File: config.mk
export PLATFORM = sky130hd
export DESIGN_NAME = ball_counter
export DESIGN_NICKNAME = d
export VERILOG_FILES = /design/src/rtl/cricket_pkg.sv /design/src/rtl/button_debounce.sv /design/src/rtl/ball_counter.sv
export SDC_FILE = /design/constraint.sdc
export NUM_CORES = 1
export LEC_CHECK = 0
export CORE_ASPECT_RATIO = 0.75
export CORE_MARGIN = 5
export CORE_UTILIZATION = 55
export CTS_CLUSTER_DIAMETER = 50
export DETAILED_ROUTE_END_ITERATION = 10
export PLACE_DENSITY = 0.9
export SLEW_MARGIN = 5
export SYNTH_ARGS = -nofsm -noshare
export SYNTH_HDL_FRONTEND = slang
export SYNTH_SLANG_ARGS = --single-unit
File: constraint.sdc
create_clock -name clk_fpga -period 3 [get_ports clk_fpga]
set_input_delay 0.45 -clock clk_fpga [delete_from_list [all_inputs] [get_ports clk_fpga]]
set_output_delay 0.45 -clock clk_fpga [all_outputs]
set_load 0.01 [all_outputs]
File: src/rtl/cricket_pkg.sv
// Shared constants, outcome codes and the debounce state type for the cricket scoring path.
package cricket_pkg;

    localparam int MAX_BALLS_DEF  = 120;
    localparam int BALLS_PER_OVER = 6;
    localparam int WICKET_LIMIT   = 10;

    localparam int OUT_WIDE   = 13;
    localparam int OUT_NOBALL = 14;

    typedef enum logic [1:0] {
        IDLE,
        PRESS_CHK,
        FIRE,
        RELEASE_CHK
    } debounce_state_t;

    // Wides and no-balls are deliveries that do not count as legal balls.
    function automatic logic is_extra(input logic [3:0] code);
        return (code == 4'(OUT_WIDE)) || (code == 4'(OUT_NOBALL));
    endfunction

endpackage

File: src/rtl/button_debounce.sv
// Two-flop synchroniser plus press/release debounce FSM; emits a raw one-cycle press pulse.
module button_debounce
    import cricket_pkg::*;
#(
    parameter int DEBOUNCE_CYCLES = 1_000_000
) (
    input  logic clk_fpga,
    input  logic reset,
    input  logic btn,
    output logic press
);

    localparam int CW = (DEBOUNCE_CYCLES < 1) ? 1 : $clog2(DEBOUNCE_CYCLES + 1);
    localparam logic [CW-1:0] CNT_LIMIT = CW'(DEBOUNCE_CYCLES);

    logic            sync_meta;
    logic            sync_level;
    debounce_state_t state;
    debounce_state_t state_next;
    logic [CW-1:0]   cnt;
    logic [CW-1:0]   cnt_next;

    always_ff @(posedge clk_fpga or posedge reset) begin
        if (reset) begin
            sync_meta  <= 1'b0;
            sync_level <= 1'b0;
        end else begin
            sync_meta  <= btn;
            sync_level <= sync_meta;
        end
    end

    always_ff @(posedge clk_fpga or posedge reset) begin
        if (reset) begin
            state <= IDLE;
            cnt   <= '0;
        end else begin
            state <= state_next;
            cnt   <= cnt_next;
        end
    end

    // Both check states need an unbroken run; any opposite sample restarts the count.
    always_comb begin
        state_next = state;
        cnt_next   = cnt;
        case (state)
            IDLE: begin
                cnt_next = '0;
                if (sync_level) begin
                    state_next = PRESS_CHK;
                end
            end
            PRESS_CHK: begin
                if (!sync_level) begin
                    state_next = IDLE;
                    cnt_next   = '0;
                end else if (cnt == CNT_LIMIT) begin
                    state_next = FIRE;
                    cnt_next   = '0;
                end else begin
                    cnt_next = cnt + 1'b1;
                end
            end
            FIRE: begin
                state_next = RELEASE_CHK;
                cnt_next   = '0;
            end
            RELEASE_CHK: begin
                if (sync_level) begin
                    cnt_next = '0;
                end else if (cnt == CNT_LIMIT) begin
                    state_next = IDLE;
                    cnt_next   = '0;
                end else begin
                    cnt_next = cnt + 1'b1;
                end
            end
            default: begin
                state_next = IDLE;
                cnt_next   = '0;
            end
        endcase
    end

    assign press = (state == FIRE);

endmodule

File: src/rtl/ball_counter.sv
// Delivery strobe generation and per-team legal-ball counting.
// Optional overs/ballInOver outputs are built when BALL_COUNTER_OVERS_EN is defined.
module ball_counter
    import cricket_pkg::*;
#(
    parameter int DEBOUNCE_CYCLES = 1_000_000,
    parameter int MAX_BALLS       = MAX_BALLS_DEF
) (
    input  logic        clk_fpga,
    input  logic        reset,
    input  logic        delivery_btn,
    input  logic        teamSwitch,
    input  logic [3:0]  lfsr_out,
    input  logic [3:0]  binaryWickets,
    input  logic        gameOver,
    output logic        delivery,
    output logic [6:0]  team1Balls,
    output logic [6:0]  team2Balls,
    output logic [15:0] balls
`ifdef BALL_COUNTER_OVERS_EN
    ,
    output logic [4:0]  overs,
    output logic [2:0]  ballInOver
`endif
);

    localparam logic [6:0] MAX_CNT = 7'(MAX_BALLS);

    logic       press;
    logic [6:0] bat_count;
    logic       live;
    logic       count_ball;

    button_debounce #(
        .DEBOUNCE_CYCLES(DEBOUNCE_CYCLES)
    ) u_debounce (
        .clk_fpga(clk_fpga),
        .reset   (reset),
        .btn     (delivery_btn),
        .press   (press)
    );

    // Gating is combinational so a gameOver arriving with the strobe still suppresses it.
    assign bat_count  = teamSwitch ? team2Balls : team1Balls;
    assign live       = !gameOver && (binaryWickets < 4'(WICKET_LIMIT)) && (bat_count < MAX_CNT);
    assign delivery   = press && live;
    assign count_ball = delivery && !is_extra(lfsr_out);

    always_ff @(posedge clk_fpga or posedge reset) begin
        if (reset) begin
            team1Balls <= '0;
            team2Balls <= '0;
        end else if (count_ball) begin
            if (teamSwitch) begin
                if (team2Balls < MAX_CNT) team2Balls <= team2Balls + 1'b1;
            end else begin
                if (team1Balls < MAX_CNT) team1Balls <= team1Balls + 1'b1;
            end
        end
    end

    always_ff @(posedge clk_fpga or posedge reset) begin
        if (reset) begin
            balls <= '0;
        end else begin
            balls <= {9'd0, bat_count};
        end
    end

`ifdef BALL_COUNTER_OVERS_EN
    localparam logic [2:0] BIO_LAST = 3'(BALLS_PER_OVER - 1);

    logic [4:0] team1_overs;
    logic [2:0] team1_bio;
    logic [4:0] team2_overs;
    logic [2:0] team2_bio;

    // Shadow pairs advance alongside the ball counts, so no divider is needed.
    always_ff @(posedge clk_fpga or posedge reset) begin
        if (reset) begin
            team1_overs <= '0;
            team1_bio   <= '0;
            team2_overs <= '0;
            team2_bio   <= '0;
        end else if (count_ball) begin
            if (teamSwitch) begin
                if (team2Balls < MAX_CNT) begin
                    if (team2_bio == BIO_LAST) begin
                        team2_bio   <= '0;
                        team2_overs <= team2_overs + 1'b1;
                    end else begin
                        team2_bio <= team2_bio + 1'b1;
                    end
                end
            end else begin
                if (team1Balls < MAX_CNT) begin
                    if (team1_bio == BIO_LAST) begin
                        team1_bio   <= '0;
                        team1_overs <= team1_overs + 1'b1;
                    end else begin
                        team1_bio <= team1_bio + 1'b1;
                    end
                end
            end
        end
    end

    always_ff @(posedge clk_fpga or posedge reset) begin
        if (reset) begin
            overs      <= '0;
            ballInOver <= '0;
        end else begin
            overs      <= teamSwitch ? team2_overs : team1_overs;
            ballInOver <= teamSwitch ? team2_bio   : team1_bio;
        end
    end
`endif

endmodule

Yosys cells after proc, flatten, opt, wreduce, memory -nomap -nowiden
Index checks and enable logic that the tools add are counted.
Word-level totals
  register bits: 45
  word-level logic and storage cells: 48
Cells by class
  $add $sub $neg: 3
  magnitude comparators: 4
  equality and inequality tests: 10
  multiplexer cells: 11
  bitwise gates (word level): 1
  reduce and logical (&&, ||, !) cells: 12
Operator list (count)
  2-to-1 mux 20 bit: 3
  case mux 20 bit (3 select lines): 1
  less-than comparator 7 bit, second input constant: 3
  adder 20 x 1 -> 20 bit, second input constant: 1
  equality test 20 bit, second input constant: 1
  adder 7 x 1 -> 7 bit, second input constant: 2
  2-to-1 mux 2 bit: 5
  equality test 4 bit, second input constant: 2
  case mux 2 bit (4 select lines): 1
  2-to-1 mux 7 bit: 1
  AND reduction 3 bit: 2
  equality test 2 bit, second input constant: 2
  logical AND 1 bit: 4
  less-than comparator 4 bit, second input constant: 1
  inequality test 2 x 1 -> 1 bit, second input constant: 2
  AND reduction 4 bit: 1
  inequality test 3 bit, second input constant: 1
  equality test 2 x 1 -> 1 bit, second input constant: 1
  zero test 1 bit: 2
  zero test 2 bit: 1
  inequality test 2 bit, second input constant: 1
  OR reduction 2 bit: 1
  logical OR 1 bit: 1
  inverter 1 bit: 1

Logic depth before layout (Yosys ltp)
Gate-level depths: netlist of run 1.
  word-level depth: 6
  gate-level depth with buffers: 7
  depth with buffers taken out: 6

Modules after synthesis
A second synthesis of run 1 with hierarchy kept.
Unflattened totals
  cell total of the unflattened synthesis: 210
  area total of the unflattened synthesis: 2249.7 um^2
Modules (own cells, without submodules)
  button_debounce: instances 1, cells each 119, area an instance 1193.6 um^2, sequential area each 600.6 um^2
  ball_counter: instances 1, cells each 91, area an instance 1056.0 um^2, sequential area each 525.5 um^2

Least setup slack after synthesis of run 1
Ideal clock, no wire load.
  path type: in2reg
  start: input binaryWickets[2]
  end: register team1Balls[5]
  setup time: 125 ps
  arrival time: 1523 ps
  data required time: 2875 ps
  path slack: 1353 ps
  cell stages on the path: 4
  path buffers: 0
  path through: o21ai_0 o2111ai_1 nor3_1 mux2_2
Between the ends
  cells in the longest elaborated chain, start to end: 6
Ends and longest elaborated chain
  from (decl): line ball_counter.sv:14  | input logic [3:0] binaryWickets,
  less-than comparator 4 bit: line ball_counter.sv:45  | assign live = !gameOver && (binaryWickets < 4'(WICKET_LIMIT)) && (bat_count < MAX_CNT);
  logical AND 1 bit (2 in series): line ball_counter.sv:45
  logical AND 1 bit: line ball_counter.sv:46  | assign delivery = press && live;
  logical AND 1 bit: line ball_counter.sv:47  | assign count_ball = delivery && !is_extra(lfsr_out);
  AND reduction 3 bit (no line)
  to (signal assigned): line ball_counter.sv:57  | if (team1Balls < MAX_CNT) team1Balls <= team1Balls + 1'b1;
  to (decl): line ball_counter.sv:17  | output logic [6:0] team1Balls,
No other way between the ends.
A chain may end at the register's enable or synchronous reset.

Worst setup path in the final report of run 1
  start: input binaryWickets[2]
  end: output delivery
Between the ends
  cells in the longest elaborated chain, start to end: 4
Ends and longest elaborated chain
  less-than comparator 4 bit: line ball_counter.sv:45
  logical AND 1 bit (2 in series): line ball_counter.sv:45
  logical AND 1 bit: line ball_counter.sv:46
  to (decl): line ball_counter.sv:16  | output logic delivery,
No other way between the ends.

==> impl_metrics.ini, run 1 <==
[job]
maxCapViolCount = 0

[global_route]
grt_overflow_total = 0
grt_usage = 0.197
grt_pass1_wl_mm = 8.43
antenna_found_initial = 0
grt_max_degree = 33
grt_pass1_vias = 1671

[layout]
num_antenna_cells = 0
drive_gt1_frac = 0.112
postLayoutCellArea_um2 = 2720
fin_util = 0.683
layout_commonest_cell = dfrtp_1
final_cell_mix = 45 x dfrtp_1, 33 x clkdlybuf4s50_1, 19 x nor2_1
filler_cell_count = 283
fin_nets = 267
area_delta_synth_final_pct = 21.4

[timing]
timing.hold.ws_ps = 356
max_slew.worst_pin.slew_ps = 1090
skew_ps = 3.17
maxSlewViolCount = 0
timing.fmax_mhz = 385
relSlewSlack = 0.270
fin_crit_sh = 0.865
fin_tns_setup_ps = 0
rsz0062_at_grt = no
hold_viol_final = 0
fin_crit_ps = 2590
setup_viol = 0

[worst_setup_path]
crit_path_cell_trace = clkdlybuf4s50_1 -> o21ai_0 -> nand2_1 -> a211oi_1 -> clkdlybuf4s50_1
cp_common_cell = clkdlybuf4s50_1
end_kind = output port
worstPathMaxFanout = 3
crit_slowest_cell = clkdlybuf4s50_1
cpPeakStageDelay_ps = 580
worstPathArrival_ps = 2140
regToRegSetupSlack_ps = 1110
start_kind = primary input
critPathKind = primary input to output port
required_ps = 2550

[synthesis]
syn_area_um2 = 2240
synth-seq-cells = 45
synth_cell_types = 40
ys.flop_type = dfrtp_1
ys_warn_count = 0
synthCells = 213
synth_largest_area_cell = dfrtp_1
synth_seq_area_share = 0.503
synthArstFlopShare = 1.00
synth_edf_count = 0
synth_top_area_share = 0.503
synthTopCellsByArea = dfrtp_1 50%, xor2_1 5.9%, mux2_2 5.5%
syn_avg_cell_area_um2 = 10.5

[drt]
dr.first_iter.drc_count = 152
postRouteWirelength_mm = 5.04
viasPerCell = 5.64
drt-pass1-iter-count = 4
num_vias = 1725
wl_per_cell_um = 16.5
drc = 0
ant_nets = 0

[die]
core-area_um2 = 3980
start_util = 0.562
die_area_um2 = 5460
die_y_um = 65.2
fp.dieW_um = 83.6
fp-row-count = 20
io_pins = 44

[cts]
cts_tree = built
cts-resized-gates = 0
cts_sinks = 45
htree_levels = 2
postCtsSetupBuffers = 0
cts-root-buf = clkbuf_8
path_clk_slew_ps = 80
hold_buffers = 0
worstSkewPairLatency_ps = 300
cts_buffers = 5
cts_max_path_buffers = 2

[placed_design]
portBuffers = 33
dpl-instance-area_um2 = 2600
place_congestion = 0.862
hpwl_mm = 3.51

[power_and_ir_drop]
ir_worst_vdd_mv = 0.298
switching_share = 0.215
switchingPower_uw = 247
cell_internal_pwr_uw = 902
pwr-share-seq = 0.534
leakage_nw = 1.18
p_total_mw = 1.15
p_clk_frac = 0.419
powerDensity_nw_per_um2 = 423
share_comb_of_total_power = 0.048

[worst_hold_path]
hold_class = flip-flop to flip-flop

[status]
outcome = finished, final reports clean
area by class of cell:
cell class | instances | area, um2 | share of cell area
Clock buffer | 6 | 82.6 | 0.0304
Multi-Input combinational cell | 154 | 1020 | 0.375
Sequential cell | 45 | 1130 | 0.415
Tap cell | 55 | 68.8 | 0.0253
Timing Repair Buffer | 36 | 353 | 0.130
Clock inverter | 2 | 37.5 | 0.0138
Inverter | 8 | 30.0 | 0.0111
worst max-delay path: cells and delay by family:
kind,cells,cell delay (ps)
and+or+nand+nor,1,140
AOI/OAI and AO/OA,2,580
buffers and inverters,2,970
through the flow:
| stage | setup slack [ps] | std cells |
|---|---|---|
| floorplan | 1350 | 221 |
| global placement | 512 | 298 |
| detailed placement | 461 | 298 |
| CTS | 440 | 306 |
| global route | 346 | 306 |
| finish | 406 | 306 |
power by group through the flow:
stage          clock [mW]  combinational (mW)  sequential, mW
4_1_cts             0.487              0.0553           0.613
3_3_place_gp            0              0.0534           0.625
6_report            0.481              0.0549           0.613
3_5_place_dp            0              0.0549           0.625
2_1_floorplan           0              0.0381           0.625
5_1_grt             0.513              0.0620           0.614
cell families (layout without fill, tap and decap cells):
logic type	after synthesis	count (layout)	synth area share
multiplexers	11	11	0.0554
AO/OA/AOI/OAI	22	22	0.0632
flip-flops	45	45	0.503
XOR/XNOR	21	21	0.0822
adder cells (fa/ha/maj)	5	5	0.0268
other	1	9	0.00168
AND/OR/NAND/NOR	86	86	0.213
buffers and inverters	22	52	0.0548
synthesized netlist by cell type (all sizes together), types with 2 or more instances:
cell / n
nand2: 17
nand3: 13
o2111ai: 2
clkbuf: 2
a21oi: 7
nand4: 6
dfrtp: 45
and4: 2
o21ai: 5
nor4: 3
buf: 12
inv: 8
or3: 3
o31ai: 3
o41ai: 2
and3: 3
xnor2: 6
nor4b: 3
or4: 2
and2: 3
or4b: 2
nor2: 19
mux2: 11
nor3b: 2
nor3: 6
xor2: 15
ha: 4
metal layers:
metal | routed length (um) | up-vias | GRT usage
li1 | - | 807 | -
met1 | 2210 | 861 | 0.255
met3 | 239 | 13 | 0.0551
met2 | 2500 | 44 | 0.318
met4 | 89 | 0 | 0.0703
met5 | 0 | - | 0
flip-flops by register name (all words and copies together) (netlist names), named ones only:
| name | cells |
|---|---|
| u_debounce.sync_level | 1 |
| u_debounce.state | 1 |
| u_debounce.cnt | 20 |
| balls | 7 |
| team2Balls | 7 |
| u_debounce.sync_meta | 1 |
| team1Balls | 7 |
worst paths after layout:
check | from | to | depth (start not counted)
worst max-delay path | binaryWickets[2] | delivery | 5
worst min-delay path | u_debounce.sync_meta$_DFF_PP0_ | u_debounce.sync_level$_DFF_PP0_ | 0
worst max register to register | u_debounce.cnt[13]$_DFF_PP0_ | u_debounce.cnt[7]$_DFF_PP0_ | 4
worst min register to register | u_debounce.sync_meta$_DFF_PP0_ | u_debounce.sync_level$_DFF_PP0_ | 0
max in group asynchronous | reset | u_debounce.cnt[9]$_DFF_PP0_ | 3
min in group asynchronous | reset | u_debounce.cnt[13]$_DFF_PP0_ | 2
No activity file was read; power rests on OpenSTA's default activity.
==> inputs of run 2 (changes only) <==
--- a/config.mk
+++ b/config.mk
@@ -9,8 +9,10 @@
 export CORE_MARGIN = 5
 export CORE_UTILIZATION = 55
 export CTS_CLUSTER_DIAMETER = 50
+export CTS_CLUSTER_SIZE = 40
 export DETAILED_ROUTE_END_ITERATION = 10
 export PLACE_DENSITY = 0.9
+export SKIP_LAST_GASP = 1
 export SLEW_MARGIN = 5
 export SYNTH_ARGS = -nofsm -noshare
 export SYNTH_HDL_FRONTEND = slang
==> results of run 2 <==
No change in the layout: final DEF, timing and power equal those of run 1.
==> inputs of run 3 (changes only) <==
--- a/config.mk
+++ b/config.mk
@@ -11,7 +11,7 @@
 export CTS_CLUSTER_DIAMETER = 50
 export CTS_CLUSTER_SIZE = 40
 export DETAILED_ROUTE_END_ITERATION = 10
-export PLACE_DENSITY = 0.9
+export PLACE_DENSITY = 0.8
 export SKIP_LAST_GASP = 1
 export SLEW_MARGIN = 5
 export SYNTH_ARGS = -nofsm -noshare
==> run 3 against run 2 <==
Effect of this change:
- sequential share of layout area is 0.17 points higher
- register-to-register slack worse by 40 ps
- sequential power about the same
- non-clock buffer count decreased by 1
- wire length is 7.4% lower
- worst hold slack got worse by 1.7 ps
- power fell by 1.5%
- combinational power shrank 3%
- clock-buffer cell count rose by 1
- clock power decreased by 3%
- critical endpoint unchanged
==> impl_metrics.ini, run 3 (synthesized netlist as in run 1, its figures left out) <==
[drt]
drc = 0
ant_nets = 0
num_vias = 1676
dr.first_iter.drc_count = 188
viasPerCell = 5.50
postRouteWirelength_mm = 4.67
wl_per_cell_um = 15.3
drt-pass1-iter-count = 4

[die]
io_pins = 44
die_y_um = 65.2
start_util = 0.562
die_area_um2 = 5460
core-area_um2 = 3980
fp.dieW_um = 83.6
fp-row-count = 20

[worst_setup_path]
crit_buf_inv = 2
worstPathArrival_ps = 2100
cp_common_cell = clkdlybuf4s50_1
cpPeakStageDelay_ps = 590
reg2reg_from = u_debounce.cnt[0]$_DFF_PP0_
required_ps = 2550
end_kind = output port
worstPathMaxFanout = 3
start_kind = primary input
path_delay_family = buffers and inverters
crit_slowest_cell = clkdlybuf4s50_1
regToRegSetupSlack_ps = 1070
rr_worst_depth = 6
crit_path_cell_trace = clkdlybuf4s50_1 -> o21ai_0 -> nand2_1 -> a211oi_1 -> clkdlybuf4s50_1
r2r-end = u_debounce.cnt[8]$_DFF_PP0_
critPathKind = primary input to output port

[layout]
drive_gt1_frac = 0.104
regArea_um2 = 1130
layout_commonest_cell = dfrtp_1
fin_util = 0.680
multiInputGateArea_um2 = 1020
largest_register = u_debounce.cnt
layout.cells.non_filler = 305
num_antenna_cells = 0
final_cell_mix = 45 x dfrtp_1, 33 x clkdlybuf4s50_1, 19 x nor2_1
filler_cell_count = 293
fin_nets = 266
largest_reg_flops = 20
area_delta_synth_final_pct = 20.9

[power_and_ir_drop]
leakage_nw = 1.18
ir_worst_vdd_mv = 0.371
powerDensity_nw_per_um2 = 419
p_total_mw = 1.13

[timing]
max_slew.worst_pin.slew_ps = 676
fin_crit_sh = 0.850
skew_ps = 3.66
fin_tns_setup_ps = 0
timing.final.ws_setup_ps = 450
hold_viol_final = 0
rsz0062_at_grt = no
fin_crit_ps = 2550
relSlewSlack = 0.550
timing.fmax_mhz = 392
setup_viol = 0
maxSlewViolCount = 0

[worst_hold_path]
hp-start = u_debounce.sync_meta$_DFF_PP0_
min_path_cells = 0
hold_class = flip-flop to flip-flop
holdPathEnd = u_debounce.sync_level$_DFF_PP0_

[global_route]
grt_pass1_wl_mm = 8.07
grt_overflow_total = 0
grt_max_degree = 46
grt_pass1_vias = 1644
grt_usage = 0.183
antenna_found_initial = 0

[placed_design]
portBuffers = 33
hpwl_mm = 3.40
place_congestion = 0.840
dp_cells = 297
pre_cts_ws_ps = 415

[cts]
cts_tree = built
cts-root-buf = clkbuf_8
cts_sinks = 45
postCtsSetupBuffers = 0
cts_max_path_buffers = 2
htree_levels = 2
cts-resized-gates = 0
hold_buffers = 0
path_clk_slew_ps = 80
worstSkewPairLatency_ps = 290
cts_buffers = 5

[status]
outcome = finished, final reports clean

[job]
maxCapViolCount = 0
==> run 3: report_power, final <==
part / internal (mW) / switching [mW] / total, mW
Sequential: 0.610 / 0.00317 / 0.613
Combinational: 0.0210 / 0.0324 / 0.0534
Clock: 0.271 / 0.195 / 0.466
==> run 3: layer usage <==
layer	share of wire	track usage	up-vias
li1	-	-	800
met1	0.45	0.256	820
met2	0.48	0.291	52
met3	0.062	0.0414	4
met4	0.0036	0.0462	0
met5	0	0	-
==> run 3: how the worst max path moves through the flow <==
stage	startpoint	end	slack (ps)	depth (start not counted)
finish	binaryWickets[2]	delivery	450	5
global placement	binaryWickets[2]	delivery	500	5
CTS	binaryWickets[2]	delivery	430	5
floorplan	binaryWickets[2]	team1Balls[5]$_DFFE_PP0P_	1350	4
global route	binaryWickets[2]	delivery	320	5
detailed placement	binaryWickets[2]	delivery	420	5
==> run 3: final cells by class <==
type,instances,area share
Clock inverter,1,0.0111
Timing Repair Buffer,35,0.128
Multi-Input combinational cell,154,0.377
Clock buffer,7,0.0319
Inverter,8,0.0111
Sequential cell,45,0.416
Tap cell,55,0.0254
==> run 3: through the flow <==
step / hold WS, ps / area (um2)
2_1_floorplan: 331 / 2270
3_3_place_gp: 332 / 2590
3_5_place_dp: 339 / 2590
4_1_cts: 358 / 2710
5_1_grt: 374 / 2710
6_report: 354 / 2710
